File: src/rtl/prog_sequence_generator.sv
// prog_sequence_generator
//   Run-time programmable sequence generator. A DEPTH-entry table of
//   WIDTH-bit values (identity after reset) is stepped through 0..last in
//   loop, one-shot or ping-pong order, one entry per enabled clock.
// Ports:
//   clk, rst        clock, asynchronous active-low reset
//   en              advance enable (ignored while idle)
//   start           (re)start a run at index 0, latching last/mode
//   last, mode      final index, 00 loop / 01 one-shot / 10 ping-pong / 11 loop
//   wr_en/addr/data table write port, usable in any state
//   c, idx          current value and table index (registered)
//   busy, done      running flag, one-cycle end/wrap pulse
module prog_sequence_generator #(
  parameter int WIDTH = 4,
  parameter int DEPTH = 8,
  parameter int AW    = 3
) (
  input  logic             clk,
  input  logic             rst,
  input  logic             en,
  input  logic             start,
  input  logic [AW-1:0]    last,
  input  logic [1:0]       mode,
  input  logic             wr_en,
  input  logic [AW-1:0]    wr_addr,
  input  logic [WIDTH-1:0] wr_data,
  output logic [WIDTH-1:0] c,
  output logic [AW-1:0]    idx,
  output logic             busy,
  output logic             done
);

  typedef enum logic {S_IDLE, S_RUN} state_e;

  state_e           state_q, state_d;
  logic [WIDTH-1:0] c_q, c_d;
  logic [AW-1:0]    idx_q, idx_d;
  logic             busy_q, busy_d;
  logic             done_q, done_d;
  logic             dir_q, dir_d;    // 1 = counting down (ping-pong only)
  logic [AW-1:0]    last_q, last_d;
  logic [1:0]       mode_q, mode_d;
  logic [WIDTH-1:0] tbl_q [DEPTH];
  logic [WIDTH-1:0] tbl_d [DEPTH];

  logic [AW-1:0]    nidx;
  logic             fetch;

  always_comb begin
    state_d = state_q;
    c_d     = c_q;
    idx_d   = idx_q;
    busy_d  = busy_q;
    done_d  = 1'b0;
    dir_d   = dir_q;
    last_d  = last_q;
    mode_d  = mode_q;
    tbl_d   = tbl_q;
    nidx    = idx_q;
    fetch   = 1'b0;

    if (wr_en && (int'(wr_addr) < DEPTH)) tbl_d[wr_addr] = wr_data;

    if (start) begin
      state_d = S_RUN;
      busy_d  = 1'b1;
      dir_d   = 1'b0;
      last_d  = last;
      mode_d  = mode;
      nidx    = '0;
      fetch   = 1'b1;
    end else if (state_q == S_RUN && en) begin
      case (mode_q)
        2'b01: begin
          if (idx_q == last_q) begin
            // final entry already shown: c/idx hold, run ends
            state_d = S_IDLE;
            busy_d  = 1'b0;
            done_d  = 1'b1;
          end else begin
            nidx  = idx_q + AW'(1);
            fetch = 1'b1;
          end
        end
        2'b10: begin
          if (last_q == '0)           nidx = '0;
          else if (!dir_q) begin
            if (idx_q == last_q) begin
              nidx  = idx_q - AW'(1);
              dir_d = 1'b1;
            end else begin
              nidx  = idx_q + AW'(1);
            end
          end else                    nidx = idx_q - AW'(1);
          // landing on 0 ends a half-cycle: pulse done and head back up
          if (nidx == '0) begin
            done_d = 1'b1;
            dir_d  = 1'b0;
          end
          fetch = 1'b1;
        end
        default: begin
          if (idx_q == last_q) begin
            nidx   = '0;
            done_d = 1'b1;
          end else begin
            nidx   = idx_q + AW'(1);
          end
          fetch = 1'b1;
        end
      endcase
    end

    if (fetch) begin
      idx_d = nidx;
      // write-first bypass when the fetched entry is written this edge
      c_d   = (wr_en && wr_addr == nidx) ? wr_data : tbl_q[nidx];
    end
  end

  always_ff @(posedge clk or negedge rst) begin
    if (!rst) begin
      state_q <= S_IDLE;
      c_q     <= '0;
      idx_q   <= '0;
      busy_q  <= 1'b0;
      done_q  <= 1'b0;
      dir_q   <= 1'b0;
      last_q  <= '0;
      mode_q  <= '0;
      for (int i = 0; i < DEPTH; i++) tbl_q[i] <= WIDTH'(i);
    end else begin
      state_q <= state_d;
      c_q     <= c_d;
      idx_q   <= idx_d;
      busy_q  <= busy_d;
      done_q  <= done_d;
      dir_q   <= dir_d;
      last_q  <= last_d;
      mode_q  <= mode_d;
      tbl_q   <= tbl_d;
    end
  end

  assign c    = c_q;
  assign idx  = idx_q;
  assign busy = busy_q;
  assign done = done_q;

endmodule

File: config.mk
export PLATFORM = sky130hd
export DESIGN_NAME = prog_sequence_generator
export DESIGN_NICKNAME = d
export VERILOG_FILES = /design/src/rtl/prog_sequence_generator.sv
export SDC_FILE = /design/constraint.sdc
export NUM_CORES = 1
export LEC_CHECK = 0
export ABC_AREA = 1
export BUFFER_PORTS_ARGS = -buffer_cell sky130_fd_sc_hd__clkbuf_2
export CORE_ASPECT_RATIO = 0.8
export CORE_MARGIN = 8
export CORE_UTILIZATION = 51
export CTS_CLUSTER_SIZE = 14
export DETAILED_ROUTE_END_ITERATION = 12
export GPL_TIMING_DRIVEN = 0
export PLACE_DENSITY = 0.76
export SLEW_MARGIN = 20
export SYNTH_ARGS = -nofsm -noshare
export SYNTH_HDL_FRONTEND = slang
export SYNTH_SLANG_ARGS = --single-unit
export TNS_END_PERCENT = 5
File: constraint.sdc
create_clock -name clk -period 2.6 [get_ports clk]
set_input_delay 0.13 -clock clk [delete_from_list [all_inputs] [get_ports clk]]
set_output_delay 0.13 -clock clk [all_outputs]
set_load 0.01 [all_outputs]
==> results.cfg <==
[die]
dieArea_um2 = 7810
initial_core_util = 0.529
coreArea_um2 = 5040
die_y_um = 80.6
ioPinCount = 26
die_w_um = 96.8
rows = 23

[placed_design]
post-place-ws_ps = -162
place.port_buffers = 24
place.gp.congestion = 0.922
dpl.cell_count = 436
hpwl_um = 4490

[detailed_routing]
dr.pass1.iters = 4
drtIter0Drc = 170
viasPerCell = 5.23
ant_nets = 0
drc = 0
dr_total_vias = 2383
wl_per_cell_um = 13.8
drt-total-wl_um = 6290

[global_route]
antenna_found_initial = 0
grt_start_max_net_pins = 48
grt_pass1_wl_um = 10200
grt_overflow = 0
grt_pass1_vias = 2127
track_usage = 0.160

[power]
power_mw = 2.17
clkPwrFrac = 0.257
swShare = 0.328
seqPwrFrac = 0.445
intPower_mw = 1.46
irDropWorstVdd_mv = 0.451
power.density_nw_per_um2 = 690
power_leakage_nw = 1.60
power.switching_mw = 0.712
comb_power_share = 0.298

[timing]
fmax_ghz = 0.403
setup_ws_ps = 119
drv_slew = 0
period_share = 0.954
final-hold-violation-count = 0
fin_crit_ps = 2480
slew_headroom = 0.489
worst_pin_slew_ps = 760
finClkSkew_ps = 2.66
setup_violations = 0

[synth]
ys_warn_count = 0
synth_top_area_frac = 0.329
synth.area.top_cells = dfrtp_1 33%, nand2_1 16%, dfstp_2 12%
synth_fp_nets = 372
post-synth-top-area-cell = dfrtp_1
synth_edf_count = 0
postSynthAreaPerCell_um2 = 7.61
ys_seq_area_frac = 0.447
syn-instance-count = 350
ys_ff_latch = 47
synth_common_cells = 112 x nand2_1, 47 x o21ai_0, 36 x inv_1
synth.most_common_cell = nand2_1
syn_area_um2 = 2660
async_flop_share = 1.00
yosysUniqueCellTypes = 31
synth_top_flop_cell = dfrtp_1

[setup_path]
worstSetupPathType = flop to flop
r2r_cells = 21
crit_chain = inv_4 -> nand2_1 -> nand2_2 -> nand3_4 -> ha_4 -> nor2_2 -> nor2_1 -> nand2_1 -> nand2_1 -> nand2_2 -> nand2_4 -> buf_6 -> nand2_1 -> o21ai_1 -> nand3_1 -> nand3_1 -> nand2_1 -> clkinv_1 -> nand2_1 -> nand3_1 -> nand2_1
crit_slowest_cell = dfrtp_2
cp-end-kind = flop
r2r_end = c[1]$_DFFE_PN0P_
crit_fanout = 10
r2r_start = idx[0]$_DFFE_PN0P_
rrSetupSlack_ps = 120
setup.worst_path.start_class = flop
cpPeakStageDelay_ps = 460
crit_required_ps = 2800
cp_data_arrival_time_ps = 2680
cpMostUsedCell = nand2_1

[clock_tree]
cts_tree = done
htree_num_levels = 2
clockRootBuffer = clkbuf_8
clkTransAtPathRegs_ps = 80
clockBufferDepth = 2
cts_buffers = 5
worstSkewPairLatency_ps = 300
cts_num_sinks = 47

[run]
maxCapViolCount = 0

[hold_path]
whs_path_depth = 3
hp-start = last[0]
whs_endpoint = last_q[0]$_DFFE_PN0P_
min_path_type = primary input to flop

[layout]
final_layout_size_suffix_gt1_frac = 0.244
synthToLayoutAreaGrowth_pct = 18.0
layout.nets = 415
final_cells = 456
utilization = 0.624
antennaDiodeCount = 0

[run_status]
outcome = complete, no violations
-- how the worst max path moves through the flow --
stage / startpoint / endpoint / slack (ps)
floorplan: idx[1]$_DFFE_PN0P_ / c[1]$_DFFE_PN0P_ / 190
global placement: idx[0]$_DFFE_PN0P_ / c[3]$_DFFE_PN0P_ / -120
detailed placement: idx[0]$_DFFE_PN0P_ / c[3]$_DFFE_PN0P_ / -160
CTS: idx[0]$_DFFE_PN0P_ / c[2]$_DFFE_PN0P_ / 2
global route: idx[0]$_DFFE_PN0P_ / c[1]$_DFFE_PN0P_ / -20
finish: idx[0]$_DFFE_PN0P_ / c[1]$_DFFE_PN0P_ / 120
-- stage by stage --
stage	cell area, um^2	setup TNS (ps)	hold WS, ps
after floorplan	2660	0	-166
after global placement	2860	-428	339
after detailed placement	2860	-508	219
after CTS	3020	0	24.2
after global routing	3140	-63.3	33.9
final	3140	0	30.1
-- cells by family (layout without fill, tap and decap cells) --
group | Yosys count | in the layout | synth area share
xor gates and xnor gates | 2 | 2 | 0.00658
DFF | 47 | 47 | 0.447
buffers and inverters | 49 | 93 | 0.0752
AOI/OAI and AO/OA | 60 | 60 | 0.126
and+or+nand+nor | 187 | 187 | 0.322
adders and majority gates | 5 | 5 | 0.0235
-- what timing repair did --
item,CTS,global route
cloned,0,1
endpoints found under the hold margin,35,0
resized for setup,9,11
hold buffers,1,0
pin swaps,0,4
endpoints found under the setup margin,4,4
buffers inserted,2,8
-- power groups by stage --
stage          Sequential [mW]  Combinational (mW)  Clock, mW
2_1_floorplan            0.966               0.407          0
6_report                 0.966               0.646      0.558
5_1_grt                  0.980               0.731      0.601
3_5_place_dp             0.976               0.568          0
4_1_cts                  0.963               0.588      0.567
3_3_place_gp             0.970               0.554          0
-- flip-flops by register name, indices dropped and copies added (netlist names) --
register,count
busy,1
c,4
dir_q,1
done,1
idx,3
last_q,3
mode_q,2
tbl_q,32
-- final cells by class --
| class | count | area (um^2) |
|---|---|---|
| Tap cell | 62 | 77.6 |
| Timing Repair Buffer | 36 | 233 |
| Buffer | 5 | 51.3 |
| Clock inverter | 2 | 35.0 |
| Multi-Input combinational cell | 254 | 1300 |
| Clock buffer | 6 | 82.6 |
| Inverter | 44 | 168 |
| Fill cell | 447 | 1890 |
| Sequential cell | 47 | 1190 |
-- worst max-delay path: cells and delay by family, from the launching register on --
family                   cells  cell delay (ps)
adder cells (fa/ha/maj)      1              290
AND/OR/NAND/NOR             16             1210
flip-flops                   1              460
buffers and inverters        3              290
AO/OA/AOI/OAI                1              110
-- metal layers --
layer  track usage  up-vias  part of all wire  routed length (um)
met2         0.248       66              0.45                2810
met3        0.0471        9             0.071                 445
met4        0.0490        0             0.013                  82
met5             0        -                 0                   0
li1              -     1214                 -                   -
met1         0.212     1094              0.47                2950
-- cells in the final DEF (no fill, tap or decap), types with 3 or more instances in the layout --
cell / count
nand2_2: 12
nor2_1: 9
dfrtp_1: 32
dfstp_2: 12
nand4_1: 5
ha_1: 4
o21ai_0: 42
nand2_1: 111
nand3_1: 35
or2_1: 4
buf_4: 11
inv_1: 36
inv_2: 5
clkbuf_2: 23
a21oi_1: 6
o21ai_1: 3
clkbuf_8: 7
dfrtp_2: 3
Note: power is estimated with default switching activity, not from simulation.
